[src/rtl/spw_fifo_pkg.sv]
// Shared types and constants for the SpaceWire receive packet FIFO.
// Contents:
//   spw_char_t    - 9-bit N-char; bit 8 is the control flag
//   SPW_EOP/EEP   - end-of-packet and error-end-of-packet markers
//   ovf_state_t   - overflow-recovery FSM states
//   is_end_marker - true for any control char (EOP/EEP)
package spw_fifo_pkg;

    typedef logic [8:0] spw_char_t;

    localparam spw_char_t SPW_EOP = 9'h100;
    localparam spw_char_t SPW_EEP = 9'h101;

    typedef enum logic [1:0] {
        NORMAL,
        PEND_EEP,
        DISCARD
    } ovf_state_t;

    function automatic logic is_end_marker(input spw_char_t c);
        return c[8];
    endfunction

endpackage

[src/rtl/spw_fifo_ram.sv]
// Simple dual-port DEPTH x 9 storage with a registered read port.
// The array and the read register carry no reset.
// Ports:
//   clk            - clock
//   wrEn/wrAddr/wrData - write port
//   rdEn/rdAddr    - read request; rdData updates on the next edge, holds otherwise
module spw_fifo_ram
    import spw_fifo_pkg::*;
#(
    parameter int DEPTH      = 64,
    parameter int ADDR_WIDTH = $clog2(DEPTH)
) (
    input  logic                  clk,
    input  logic                  wrEn,
    input  logic [ADDR_WIDTH-1:0] wrAddr,
    input  spw_char_t             wrData,
    input  logic                  rdEn,
    input  logic [ADDR_WIDTH-1:0] rdAddr,
    output spw_char_t             rdData
);

    spw_char_t mem [DEPTH];

    // Read-before-write: when full, a same-cycle read and write hit the same
    // slot and the read must see the old head entry.
    always_ff @(posedge clk) begin
        if (wrEn) mem[wrAddr] <= wrData;
        if (rdEn) rdData <= mem[rdAddr];
    end

endmodule

[src/rtl/spw_rx_packet_fifo.sv]
// Packet-aware receive FIFO between the SpaceWire codec and the RMAP target.
// On overflow the truncated packet is closed with an inserted EEP and the
// rest of it is discarded up to the next end marker.
// Ports:
//   clk, rst                  - clock, async active-high reset
//   spwDataIn/spwWriteEnable  - codec write side; spwFull when fillLevel == DEPTH
//   rxReadEnable/rxDataOut    - read side, 1-cycle read latency; rxEmpty when fillLevel == 0
//   flush                     - synchronous clear of stored contents
//   fillLevel, packetCount    - stored entries / stored end markers
//   overflowCount             - dropped external writes, saturating
module spw_rx_packet_fifo
    import spw_fifo_pkg::*;
#(
    parameter int DEPTH      = 64,
    parameter int ADDR_WIDTH = $clog2(DEPTH),
    parameter int CNT_WIDTH  = 16
) (
    input  logic                  clk,
    input  logic                  rst,
    input  logic [8:0]            spwDataIn,
    input  logic                  spwWriteEnable,
    output logic                  spwFull,
    input  logic                  rxReadEnable,
    output logic [8:0]            rxDataOut,
    output logic                  rxEmpty,
    input  logic                  flush,
    output logic [ADDR_WIDTH:0]   fillLevel,
    output logic [ADDR_WIDTH:0]   packetCount,
    output logic [CNT_WIDTH-1:0]  overflowCount
);

    localparam logic [ADDR_WIDTH:0] FULL_LVL = (ADDR_WIDTH+1)'(DEPTH);

    logic [ADDR_WIDTH-1:0] wrPtr, rdPtr;
    ovf_state_t            state, nextState;
    logic                  discardFlag, nextDiscard;
    logic                  inPacket;
    logic                  readSeen;
    logic                  readAcc, room, extWr;
    logic                  doWrite, doDrop;
    logic                  wrEnd, rdEnd;
    spw_char_t             wrData, ramQ;
    logic [DEPTH-1:0]      endMark;

    assign spwFull = (fillLevel == FULL_LVL);
    assign rxEmpty = (fillLevel == '0);
    // RAM output has no reset; mask it until the first read since reset.
    assign rxDataOut = readSeen ? ramQ : 9'h000;

    always_comb begin
        readAcc     = rxReadEnable && !rxEmpty && !flush;
        room        = (fillLevel != FULL_LVL) || readAcc;
        extWr       = spwWriteEnable && !flush;
        doWrite     = 1'b0;
        doDrop      = 1'b0;
        wrData      = spwDataIn;
        nextState   = state;
        nextDiscard = discardFlag;
        if (flush) begin
            nextState   = (inPacket || (state != NORMAL && discardFlag)) ? DISCARD : NORMAL;
            nextDiscard = 1'b0;
        end else begin
            case (state)
                NORMAL: begin
                    if (extWr) begin
                        if (room) begin
                            doWrite = 1'b1;
                        end else begin
                            doDrop      = 1'b1;
                            nextState   = PEND_EEP;
                            nextDiscard = !is_end_marker(spwDataIn);
                        end
                    end
                end
                PEND_EEP: begin
                    doDrop = extWr;
                    if (extWr) nextDiscard = !is_end_marker(spwDataIn);
                    // The next state uses this cycle's updated flag, so an end
                    // marker dropped alongside the EEP insert skips DISCARD.
                    if (room) begin
                        doWrite   = 1'b1;
                        wrData    = SPW_EEP;
                        nextState = nextDiscard ? DISCARD : NORMAL;
                    end
                end
                DISCARD: begin
                    doDrop = extWr;
                    if (extWr && is_end_marker(spwDataIn)) begin
                        nextState   = NORMAL;
                        nextDiscard = 1'b0;
                    end
                end
                default: nextState = NORMAL;
            endcase
        end
        wrEnd = doWrite && is_end_marker(wrData);
        rdEnd = readAcc && endMark[rdPtr];
    end

    always_ff @(posedge clk or posedge rst) begin
        if (rst) begin
            wrPtr         <= '0;
            rdPtr         <= '0;
            fillLevel     <= '0;
            packetCount   <= '0;
            overflowCount <= '0;
            state         <= NORMAL;
            discardFlag   <= 1'b0;
            inPacket      <= 1'b0;
            readSeen      <= 1'b0;
        end else begin
            state       <= nextState;
            discardFlag <= nextDiscard;
            if (flush) begin
                wrPtr       <= '0;
                rdPtr       <= '0;
                fillLevel   <= '0;
                packetCount <= '0;
                inPacket    <= 1'b0;
            end else begin
                if (doWrite) wrPtr <= wrPtr + 1'b1;
                if (readAcc) rdPtr <= rdPtr + 1'b1;
                case ({doWrite, readAcc})
                    2'b10:   fillLevel <= fillLevel + 1'b1;
                    2'b01:   fillLevel <= fillLevel - 1'b1;
                    default: ;
                endcase
                case ({wrEnd, rdEnd})
                    2'b10:   packetCount <= packetCount + 1'b1;
                    2'b01:   packetCount <= packetCount - 1'b1;
                    default: ;
                endcase
                if (doWrite) inPacket <= !is_end_marker(wrData);
            end
            if (doDrop && overflowCount != '1) overflowCount <= overflowCount + 1'b1;
            if (readAcc) readSeen <= 1'b1;
        end
    end

    // Per-slot end-marker tag, so packetCount can drop on the read request
    // itself rather than one cycle later when the data leaves the RAM.
    always_ff @(posedge clk) begin
        if (doWrite) endMark[wrPtr] <= is_end_marker(wrData);
    end

    spw_fifo_ram #(
        .DEPTH      (DEPTH),
        .ADDR_WIDTH (ADDR_WIDTH)
    ) uRam (
        .clk    (clk),
        .wrEn   (doWrite),
        .wrAddr (wrPtr),
        .wrData (wrData),
        .rdEn   (readAcc),
        .rdAddr (rdPtr),
        .rdData (ramQ)
    );

endmodule
[config.mk]
export PLATFORM = sky130hd
export DESIGN_NAME = spw_rx_packet_fifo
export DESIGN_NICKNAME = d
export VERILOG_FILES = /design/src/rtl/spw_fifo_pkg.sv /design/src/rtl/spw_fifo_ram.sv /design/src/rtl/spw_rx_packet_fifo.sv
export SDC_FILE = /design/constraint.sdc
export NUM_CORES = 1
export LEC_CHECK = 0
export ABC_CLOCK_PERIOD_IN_PS = 4280
export BUFFER_PORTS_ARGS = -buffer_cell sky130_fd_sc_hd__buf_2
export CAP_MARGIN = 10
export CORE_MARGIN = 2
export CORE_UTILIZATION = 47
export CTS_CLUSTER_SIZE = 12
export DETAILED_ROUTE_END_ITERATION = 16
export SLEW_MARGIN = 15
export SYNTH_ARGS = -nofsm -noshare
export SYNTH_HDL_FRONTEND = slang
export SYNTH_HIERARCHICAL = 1
export SYNTH_SLANG_ARGS = --single-unit
[constraint.sdc]
create_clock -name clk -period 4.28 [get_ports clk]
set_input_delay 0.642 -clock clk [delete_from_list [all_inputs] [get_ports clk]]
set_output_delay 0.642 -clock clk [all_outputs]
set_load 0.01 [all_outputs]
==> qor.txt, run 1 <==
status -> finished, final reports clean
peak supply drop -> 0.432 mV
DR iter-0 viols -> 1443
max_slew headroom -> 0.204
Avg Cell Area, Syn -> 18.4 sq um
die area -> 62700 sq um
slowest stage delay, CP -> 0.63 ns
YS warnings -> 6
most frequent cells in the layout -> 649 x edfxtp_1, 163 x nor2_1, 154 x mux4_2
Worst Hold Class -> in -> async
CTS resizes -> 0
pin count of the biggest net entering global routing -> 103
PortBufs -> 54
antenna-violating nets left -> 0
vias in the first global route -> 15229
Detailed Route WL -> 66000 um
clock network power share -> 0.351
sw power -> 4.41 mW
site row count -> 90
routed vias/inst -> 5.85
first-pass GRT wire length -> 98100 um
total CTS buffers -> 74
syn nets -> 1583
clk_skew -> 0.0214 ns
# hold bufs at CTS -> 0
first-pass detailed-route iteration total -> 7
Clock Tree Buf Depth -> 3
RSZ-0062 raised after global routing -> no
IO Pins -> 55
DRC Markers -> 0
Critical-path top delay cell -> dfrtp_4
fin crit period -> 3.97 ns
chip width -> 250 um
share of cells above drive strength 1 -> 0.254
max-slew violation count -> 0
worst path cell trace -> mux4_1, a22o_1, a211oi_2, or4_4, nand2_1, nand2_1, inv_2, ha_1, nor2b_1, o21ai_0, a21oi_1, o21a_1, o21ai_0, o2bb2a_4, mux2_1
combinational share of power -> 0.177
Layout Cells excl Fill -> 2540
ratio of final minimum period to clock period -> 0.928
CTS tree -> done
register area share after synthesis -> 0.725
most common cell after layout, fill and taps aside -> edfxtp_1
# nets final -> 1742
crit path launch type -> register
total gr overflow -> 0
Post-Syn Area -> 28500 sq um
pwr/cell area -> 519 nW/um^2
FF+latch count, synth -> 696
final core utilization -> 0.539
critical path arrival -> 4.46 ns
DR vias -> 14858
Least-Margin Pin Slew -> 1.19 ns
Setup Fix Bufs, Post-CTS -> 0
Synth cell types -> 69
number of flops mapped to enable cells by yosys -> 649
drt wl/cell -> 26.0 um
Final Hold Vio Count -> 0
initial antenna violation count -> 4
peak fanout along the critical path -> 18
worst-skew pair later-pin latency -> 0.63 ns
Pleak -> 10.5 nW
Internal Power -> 12.4 mW
Crit Path Class -> reg -> reg
final setup TNS -> 0 ns
DP Cell Count -> 2414
Tot GR Track Use -> 0.214
H-tree depth -> 3
Core ar. -> 60100 sq um
Setup Viol. Count Final -> 0
Post-Synthesis Cells -> 1549
GP Congestion -> 0.833
max-cap viol count -> 0
Max Freq -> 0.252 GHz
CTS clk-pin slew, worst paths -> 0.06 ns
sequential share of power -> 0.472
net switching fraction of the power -> 0.262
die height -> 250 um
Worst EP required -> 4.77 ns
Synth Flop Type -> edfxtp_1
area growth from synthesis to layout -> 13.7%
Starting Density -> 0.474
dpl hpwl -> 40000 um
Critical Path Sink Type -> register
clk root buf -> clkbuf_16
CTS Sinks -> 696
Async SR Flop Fraction -> 0.0675
==> routing by layer <==
| layer | GRT usage | wire, um | vias to the layer above |
|---|---|---|---|
| met2 | 0.340 | 31800 | 480 |
| met1 | 0.301 | 28000 | 7744 |
| met3 | 0.0474 | 4660 | 108 |
| li1 | - | - | 6520 |
| met5 | 0 | 37 | - |
| met4 | 0.0609 | 1540 | 6 |
==> worst paths after layout <==
| path | start | cells past startpoint | slack, ns | end |
|---|---|---|---|---|
| worst min register to register | overflowCount[14] | 1 | 0.50 | overflowCount[14] |
| worst max-delay path | rdPtr[0] | 15 | 0.31 | packetCount[6] |
| max in group asynchronous | rst | 3 | 3.39 | rdPtr[0] |
| min in group clk | rxReadEnable | 3 | 0.39 | fillLevel[6] |
| worst max register to register | rdPtr[0] | 15 | 0.31 | packetCount[6] |
| worst min-delay path | rst | 2 | 0.12 | overflowCount[11] |
==> sequential cells by signal, indices dropped and copies added (netlist names), 6 cells and up <==
| signal | count |
|---|---|
| uRam/mem | 576 |
| endMark | 64 |
| overflowCount | 16 |
| uRam/rdData | 9 |
| fillLevel | 7 |
| packetCount | 7 |
| rdPtr | 6 |
| wrPtr | 6 |
==> per-stage QoR <==
stage / cell area, sq um / total power [mW] / hold slack [ns] / worst slack, ns
after floorplan: 28500 / 10.2 / 0.485 / 0.680
final: 32400 / 16.8 / 0.116 / 0.309
after CTS: 32400 / 17.0 / 0.113 / 0.330
after detailed placement: 30200 / 11.1 / 0.483 / 0.341
after global placement: 30200 / 11.1 / 0.479 / 0.382
after global routing: 32400 / 17.5 / 0.149 / 0.0496
==> critical path: cells and delay by family, from the launching register on <==
kind,cells,cell delay (ns)
compound gates,7,1.35
mux,2,0.92
flops,1,0.63
simple gates,4,0.53
fa+ha+maj,1,0.32
buf+inv,1,0.09
==> power groups by stage <==
stage,clock [mW],combinational [mW],sequential [mW]
after floorplan,0,2.21,8.03
after global placement,0,2.98,8.07
after detailed placement,0,3.02,8.08
after CTS,6.04,3.03,7.94
after global routing,6.28,3.24,7.97
final,5.91,2.98,7.95
==> final cells by class <==
class | instances | area, sq um
Clock inverter | 24 | 178
Timing Repair Buffer | 159 | 1080
Tap cell | 782 | 978
Fill cell | 4816 | 27700
Sequential cell | 696 | 20700
Antenna cell | 1 | 2.50
Clock buffer | 101 | 2020
Inverter | 19 | 72.6
Multi-Input combinational cell | 758 | 7400
==> synthesized netlist by cell type (all sizes together), types with 21 or more instances <==
cell	n	share of area
edfxtp	649	0.68
xnor2	21	0.0065
dfrtp	47	0.041
mux2i	24	0.0084
nand2	65	0.0086
buf	41	0.011
nor2	164	0.022
clkbuf	35	0.0046
a21oi	30	0.0054
nor2b	29	0.0064
mux4	163	0.13
nand3	30	0.0053
==> logic make-up after synthesis <==
group / share of synthesized area
AO/OA/AOI/OAI: 0.0333
XOR/XNOR: 0.00952
adder cells (fa/ha/maj): 0.00930
buffers and inverters: 0.0179
flip-flops: 0.725
multiplexers: 0.143
AND/OR/NAND/NOR: 0.0618
No activity file was read; power rests on OpenSTA's default activity.
==> run 2, diff against run 1 <==
ABC_CLOCK_PERIOD_IN_PS = 5130   (was 4280)
GPL_TIMING_DRIVEN = 0   (was default)
clock period = 5.13 ns   (was 4.28 ns; I/O delays follow)
==> run 2 against run 1 <==
Clock skew rose by 0.0053 ns. Non-clock buffer count fell by 15. Sequential power fell by 17%. Register-to-register slack improved by 0.30 ns.
==> qor.txt, run 2 (synthesis gave the netlist of run 1 again) <==
status -> finished, final reports clean
placed cell area -> 30100 sq um (-0.27%)
antenna-violating nets left -> 0 (unchanged)
sw power -> 3.80 mW (-14%)
pin count of the biggest net entering global routing -> 66 (-36%)
max_slew headroom -> 0.182 (-0.0218)
Final Hold Vio Count -> 0 (unchanged)
Critical Path Sink Type -> register
critical path arrival -> 5.00 ns (+0.54 ns)
initial antenna violation count -> 1 (-3)
Setup Fix Bufs, Post-CTS -> 0 (unchanged)
max-slew violation count -> 0 (unchanged)
# hold bufs at CTS -> 0 (unchanged)
clk_skew -> 0.0267 ns (+0.00529 ns)
final core utilization -> 0.537 (-0.00177)
Internal Power -> 10.4 mW (-16%)
combinational share of power -> 0.194 (+0.017)
Detailed Route WL -> 67800 um (+2.8%)
n_diodes -> 0 (-1)
GP Congestion -> 0.805 (-3.4%)
max-cap viol count -> 0 (unchanged)
most frequent cells in the layout -> 649 x edfxtp_1, 163 x nor2_1, 154 x mux4_2
Biggest register -> uRam/mem
Core ar. -> 60100 sq um (unchanged)
site row count -> 90 (unchanged)
H-tree depth -> 3 (unchanged)
fin crit period -> 4.52 ns (+0.545 ns)
clock network power share -> 0.344 (-0.007)
CTS Sinks -> 696 (unchanged)
dpl hpwl -> 44300 um (+11%)
multi-input logic area -> 7400 sq um (about the same)
Finished Cell Area -> 32300 sq um (-0.33%)
most common cell after layout, fill and taps aside -> edfxtp_1
CTS clk-pin slew, worst paths -> 0.06 ns (about the same)
die area -> 62700 sq um (unchanged)
clk root buf -> clkbuf_16
PortBufs -> 54 (unchanged)
Hold Worst Slack -> 0.229 ns (+0.113 ns)
net switching fraction of the power -> 0.267 (+0.00457)
first-pass GRT wire length -> 99000 um (+0.96%)
CTS resizes -> 0 (unchanged)
DR vias -> 14933 (+0.50%)
Pleak -> 10.4 nW (-1.6%)
share of cells above drive strength 1 -> 0.223 (-0.0309)
Largest regs -> uRam/mem x576, endMark x64, overflowCount x16
total CTS buffers -> 74 (unchanged)
peak fanout along the critical path -> 12 (-6)
routed vias/inst -> 5.91 (+1.0%)
# nets final -> 1727 (-0.86%)
chip width -> 250 um (unchanged)
DRC Markers -> 0 (unchanged)
area growth from synthesis to layout -> 13.3%
crit path launch type -> register
DP Cell Count -> 2399 (-0.62%)
Largest register FFs -> 576 (unchanged)
sequential share of power -> 0.462 (-0.010)
Least-Margin Pin Slew -> 1.22 ns (+0.0307 ns)
pwr/cell area -> 441 nW/um^2 (-15%)
Tot GR Track Use -> 0.219 (+0.00450)
vias in the first global route -> 15249 (+0.13%)
Setup Viol. Count Final -> 0 (unchanged)
Clock Tree Buf Depth -> 3 (unchanged)
first-pass detailed-route iteration total -> 6 (-1)
DR iter-0 viols -> 1377 (-4.6%)
IO Pins -> 55 (unchanged)
die height -> 250 um (unchanged)
CTS tree -> done
Worst EP required -> 5.61 ns (+0.84 ns)
Sequential cell area -> 20700 sq um (about the same)
peak supply drop -> 0.272 mV (-37%)
Layout Cells excl Fill -> 2527 (-0.51%)
Fill cells -> 4793 (-0.48%)
Max Freq -> 0.221 GHz (-12%)
total gr overflow -> 0 (unchanged)
ratio of final minimum period to clock period -> 0.880 (-0.0475)
worst-skew pair later-pin latency -> 0.60 ns (-0.03 ns)
Crit Path Class -> reg -> reg
drt wl/cell -> 26.8 um (+3.3%)
final setup TNS -> 0 ns (unchanged)
RSZ-0062 raised after global routing -> no
Worst Hold Class -> in -> async
Starting Density -> 0.474 (unchanged)
[run 2: changes by cell type in the layout (fill, tap and decap cells not counted), moves of 7 or more]
cell | before | now
buf_12 | 2 | 9
buf_4 | 103 | 13
clkbuf_1 | 23 | 59
buf_6 | 0 | 8
buf_2 | 54 | 69
[run 2: critical path, stage by stage, from the launching register on]
cell      delay [ns]
dfrtp_1         0.46
nor4_2          0.52
nand2_1         0.24
o21bai_1        0.39
inv_1           0.42
nand4_1         0.29
nand2_1         0.11
nand2_1         0.13
inv_2           0.11
ha_1            0.33
nor2b_1         0.14
o21ai_0         0.21
a21oi_1         0.12
o21a_1          0.20
o21ai_0         0.22
o2bb2a_4        0.18
mux2_1          0.31
[run 2: final timing paths]
check / start / to / slack [ns] / depth (start not counted)
worst max-delay path: fillLevel[0] / packetCount[6] / 0.61 / 16
worst min-delay path: rst / overflowCount[10] / 0.23 / 2
worst max register to register: fillLevel[0] / packetCount[6] / 0.61 / 16
worst min register to register: overflowCount[12] / overflowCount[12] / 0.50 / 1
max in group asynchronous: rst / wrPtr[5] / 4.34 / 3
min in group clk: overflowCount[12] / overflowCount[12] / 0.50 / 1
[run 2: layout make-up]
| class | count | area share |
|---|---|---|
| flip-flops and latches | 696 | 0.640 |
| multi-input cells | 758 | 0.229 |
| clock buffers | 102 | 0.0625 |
| well taps | 782 | 0.0303 |
| repair buffers | 68 | 0.0174 |
| plain buffers | 76 | 0.0136 |
| clock inverters | 26 | 0.00492 |
| inverters | 19 | 0.00229 |
[run 2: routing by layer]
layer | track usage | share of wire | vias to the layer above
li1 | - | - | 6492
met1 | 0.294 | 0.41 | 7778
met2 | 0.358 | 0.49 | 530
met3 | 0.0488 | 0.070 | 131
met4 | 0.0703 | 0.030 | 2
met5 | 0 | 0.00019 | -
[run 2: metrics by stage]
step | power (mW) | setup WS (ns)
floorplan | 8.55 | 1.48
global placement | 9.38 | -1.16
detailed placement | 9.48 | 0.587
CTS | 14.4 | 0.645
global route | 14.8 | 0.285
finish | 14.2 | 0.614
[run 2: power groups by stage]
stage          clock network [mW]  logic (mW)  registers (mW)
2_1_floorplan                   0        1.85            6.70
3_3_place_gp                    0        2.65            6.73
3_5_place_dp                    0        2.78            6.70
4_1_cts                      5.00        2.79            6.58
5_1_grt                      5.23        2.96            6.60
6_report                     4.90        2.76            6.59
==> run 3, diff against run 2 <==
==> constraint.sdc (replaced) <==
create_clock -name clk -period 5.13 [get_ports clk]
set_input_delay 0.513 -clock clk [delete_from_list [all_inputs] [get_ports clk]]
set_output_delay 0.513 -clock clk [all_outputs]
set_load 0.01 [all_outputs]
==> run 3 against run 2 <==
Fmax grew 0.14%. Total power is essentially flat. Flip-flop and latch count is the same. Combinational power is essentially flat. Count of clock-buffer cells in the layout is the same. Worst setup slack gained 0.0063 ns. Sequential share of layout area is essentially flat. Clock skew grew 0.00058 ns. First-iteration DRC count shrank 5.2%. Sequential power is essentially flat. Cell count is essentially flat. Largest power group unchanged.
==> qor.txt, run 3 (synthesis gave the netlist of run 1 again) <==
die area -> 62700 sq um (unchanged)
CTS resizes -> 0 (unchanged)
net switching fraction of the power -> 0.266 (-0.000490)
Worst Hold Class -> in -> reg
Fill cells -> 4793 (unchanged)
peak supply drop -> 0.275 mV (+1.4%)
Pleak -> 10.4 nW (about the same)
IO Pins -> 55 (unchanged)
Critical path buffers and inverters -> 2 (unchanged)
routed vias/inst -> 5.94 (+0.44%)
first-pass GRT wire length -> 99000 um (unchanged)
die height -> 250 um (unchanged)
DR iter-0 viols -> 1305 (-5.2%)
clk_skew -> 0.0273 ns (+0.000578 ns)
CTS tree -> done
Sequential cell area -> 20700 sq um (unchanged)
Setup Fix Bufs, Post-CTS -> 0 (unchanged)
area growth from synthesis to layout -> 13.3% (about the same)
total CTS buffers -> 74 (unchanged)
pin count of the biggest net entering global routing -> 66 (unchanged)
combinational share of power -> 0.194 (about the same)
ratio of final minimum period to clock period -> 0.879 (-0.00122)
worst setup margin -> 0.620 ns (+0.00626 ns)
clock network power share -> 0.344 (about the same)
most frequent cells in the layout -> 649 x edfxtp_1, 163 x nor2_1, 154 x mux4_2
worst path cell trace -> nor4_2, nand2_1, o21bai_1, inv_1, nand4_1, nand2_1, nand2_1, inv_2, ha_1, nor2b_1, o21ai_0, a21oi_1, o21a_1, o21ai_0, o2bb2a_4, mux2_1
Critical Path Sink Type -> register
GP Congestion -> 0.805 (unchanged)
crit path launch type -> register
Largest register FFs -> 576 (unchanged)
fin crit period -> 4.51 ns (-0.00626 ns)
final setup TNS -> 0 ns (unchanged)
status -> finished, final reports clean
Critical-path top delay cell -> nor4_2
DR vias -> 15004 (+0.48%)
Detailed Route WL -> 67700 um (-0.14%)
pwr/cell area -> 441 nW/um^2 (about the same)
Starting Density -> 0.474 (unchanged)
max_slew headroom -> 0.194 (+0.0120)
Final Hold Vio Count -> 0 (unchanged)
PortBufs -> 54 (unchanged)
Max Freq -> 0.222 GHz (+0.14%)
drt wl/cell -> 26.8 um (-0.18%)
total power -> 14.2 mW (about the same)
dpl hpwl -> 44300 um (unchanged)
antenna-violating nets left -> 0 (unchanged)
slowest stage delay, CP -> 0.52 ns (about the same)
n_diodes -> 0 (unchanged)
DRC Markers -> 0 (unchanged)
Tot GR Track Use -> 0.219 (unchanged)
CTS Sinks -> 696 (unchanged)
Worst EP required -> 5.61 ns (about the same)
dpl ws -> 0.654 ns (+0.0663 ns)
max-slew violation count -> 0 (unchanged)
total gr overflow -> 0 (unchanged)
Crit Path Class -> reg -> reg
chip width -> 250 um (unchanged)
site row count -> 90 (unchanged)
share of cells above drive strength 1 -> 0.223 (about the same)
most common cell after layout, fill and taps aside -> edfxtp_1
peak fanout along the critical path -> 12 (unchanged)
# nets final -> 1728 (+0.058%)
RSZ-0062 raised after global routing -> no
final core utilization -> 0.537 (about the same)
max-cap viol count -> 0 (unchanged)
critical path arrival -> 4.99 ns (about the same)
initial antenna violation count -> 1 (unchanged)
Core ar. -> 60100 sq um (unchanged)
first-pass detailed-route iteration total -> 5 (-1)
Crit path max-delay family -> simple AND/OR/NAND/NOR gates
sw power -> 3.79 mW (-0.25%)
CTS clk-pin slew, worst paths -> 0.06 ns (about the same)
Least-Margin Pin Slew -> 1.20 ns (-0.0179 ns)
Setup Viol. Count Final -> 0 (unchanged)
crit-path most repeated cell -> nand2_1
Internal Power -> 10.5 mW (about the same)
H-tree depth -> 3 (unchanged)
worst-skew pair later-pin latency -> 0.61 ns (about the same)
vias in the first global route -> 15249 (unchanged)
clk root buf -> clkbuf_16
multi-input logic area -> 7400 sq um (unchanged)
Largest regs -> uRam/mem x576, endMark x64, overflowCount x16
Clock Tree Buf Depth -> 3 (unchanged)
Biggest register -> uRam/mem
sequential share of power -> 0.462 (about the same)
==> run 3: cell count changes in the layout (fill, tap and decap cells not counted), sizes merged <==
cell and change:
dlygate4sd3 +1
==> run 3: what timing repair did <==
action	in CTS	in global routing
endpoints found under the setup margin	0	0
hold buffers	1	0
endpoints found under the hold margin	25	0
==> run 3: path summary, 6_finish.rpt <==
check | slack [ns] | end | cells past startpoint | start
worst min-delay path | 0.28 | fillLevel[6] | 3 | rxReadEnable
worst max-delay path | 0.62 | packetCount[6] | 16 | fillLevel[0]
max in group asynchronous | 4.04 | wrPtr[5] | 4 | rst
min in group asynchronous | 0.53 | overflowCount[10] | 3 | rst
worst max register to register | 0.62 | packetCount[6] | 16 | fillLevel[0]
worst min register to register | 0.50 | overflowCount[12] | 1 | overflowCount[12]
==> run 3: power by group through the flow <==
stage	Clock, mW	Combinational, mW	Sequential (mW)
floorplan	0	1.85	6.70
global placement	0	2.65	6.73
detailed placement	0	2.78	6.70
CTS	5.00	2.79	6.58
global route	5.23	2.96	6.60
finish	4.89	2.76	6.58
==> run 3: area by class of cell <==
cell class	count	share of cell area
buffer	76	0.0136
clock buffer	102	0.0625
clock inverter	26	0.00492
inverter	19	0.00228
multi-input combinational	758	0.229
sequential	696	0.640
tap	782	0.0303
timing repair buffer	69	0.0177
==> run 3: through the flow <==
stage	instances	cell area [sq um]	hold slack [ns]
after global routing	2528	32300	0.261
final	2528	32300	0.282
after CTS	2528	32300	0.237
after floorplan	1549	28500	0.485
after detailed placement	2399	30100	0.489
after global placement	2385	29800	0.481
==> run 3: worst reg2reg max path: stages (launching register included) <==
cell,delay [ns]
dfrtp_1,0.46
nor4_2,0.52
nand2_1,0.24
o21bai_1,0.39
inv_1,0.42
nand4_1,0.30
nand2_1,0.11
nand2_1,0.13
inv_2,0.11
ha_1,0.33
nor2b_1,0.14
o21ai_0,0.21
a21oi_1,0.12
o21a_1,0.20
o21ai_0,0.22
o2bb2a_4,0.18
mux2_1,0.31
==> run 3: routing by layer <==
metal | vias to the layer above | track usage | wire length [um]
met4 | 2 | 0.0703 | 1940
met1 | 7867 | 0.294 | 28000
met5 | - | 0 | 13
met2 | 516 | 0.358 | 33100
met3 | 126 | 0.0488 | 4640
li1 | 6493 | - | -
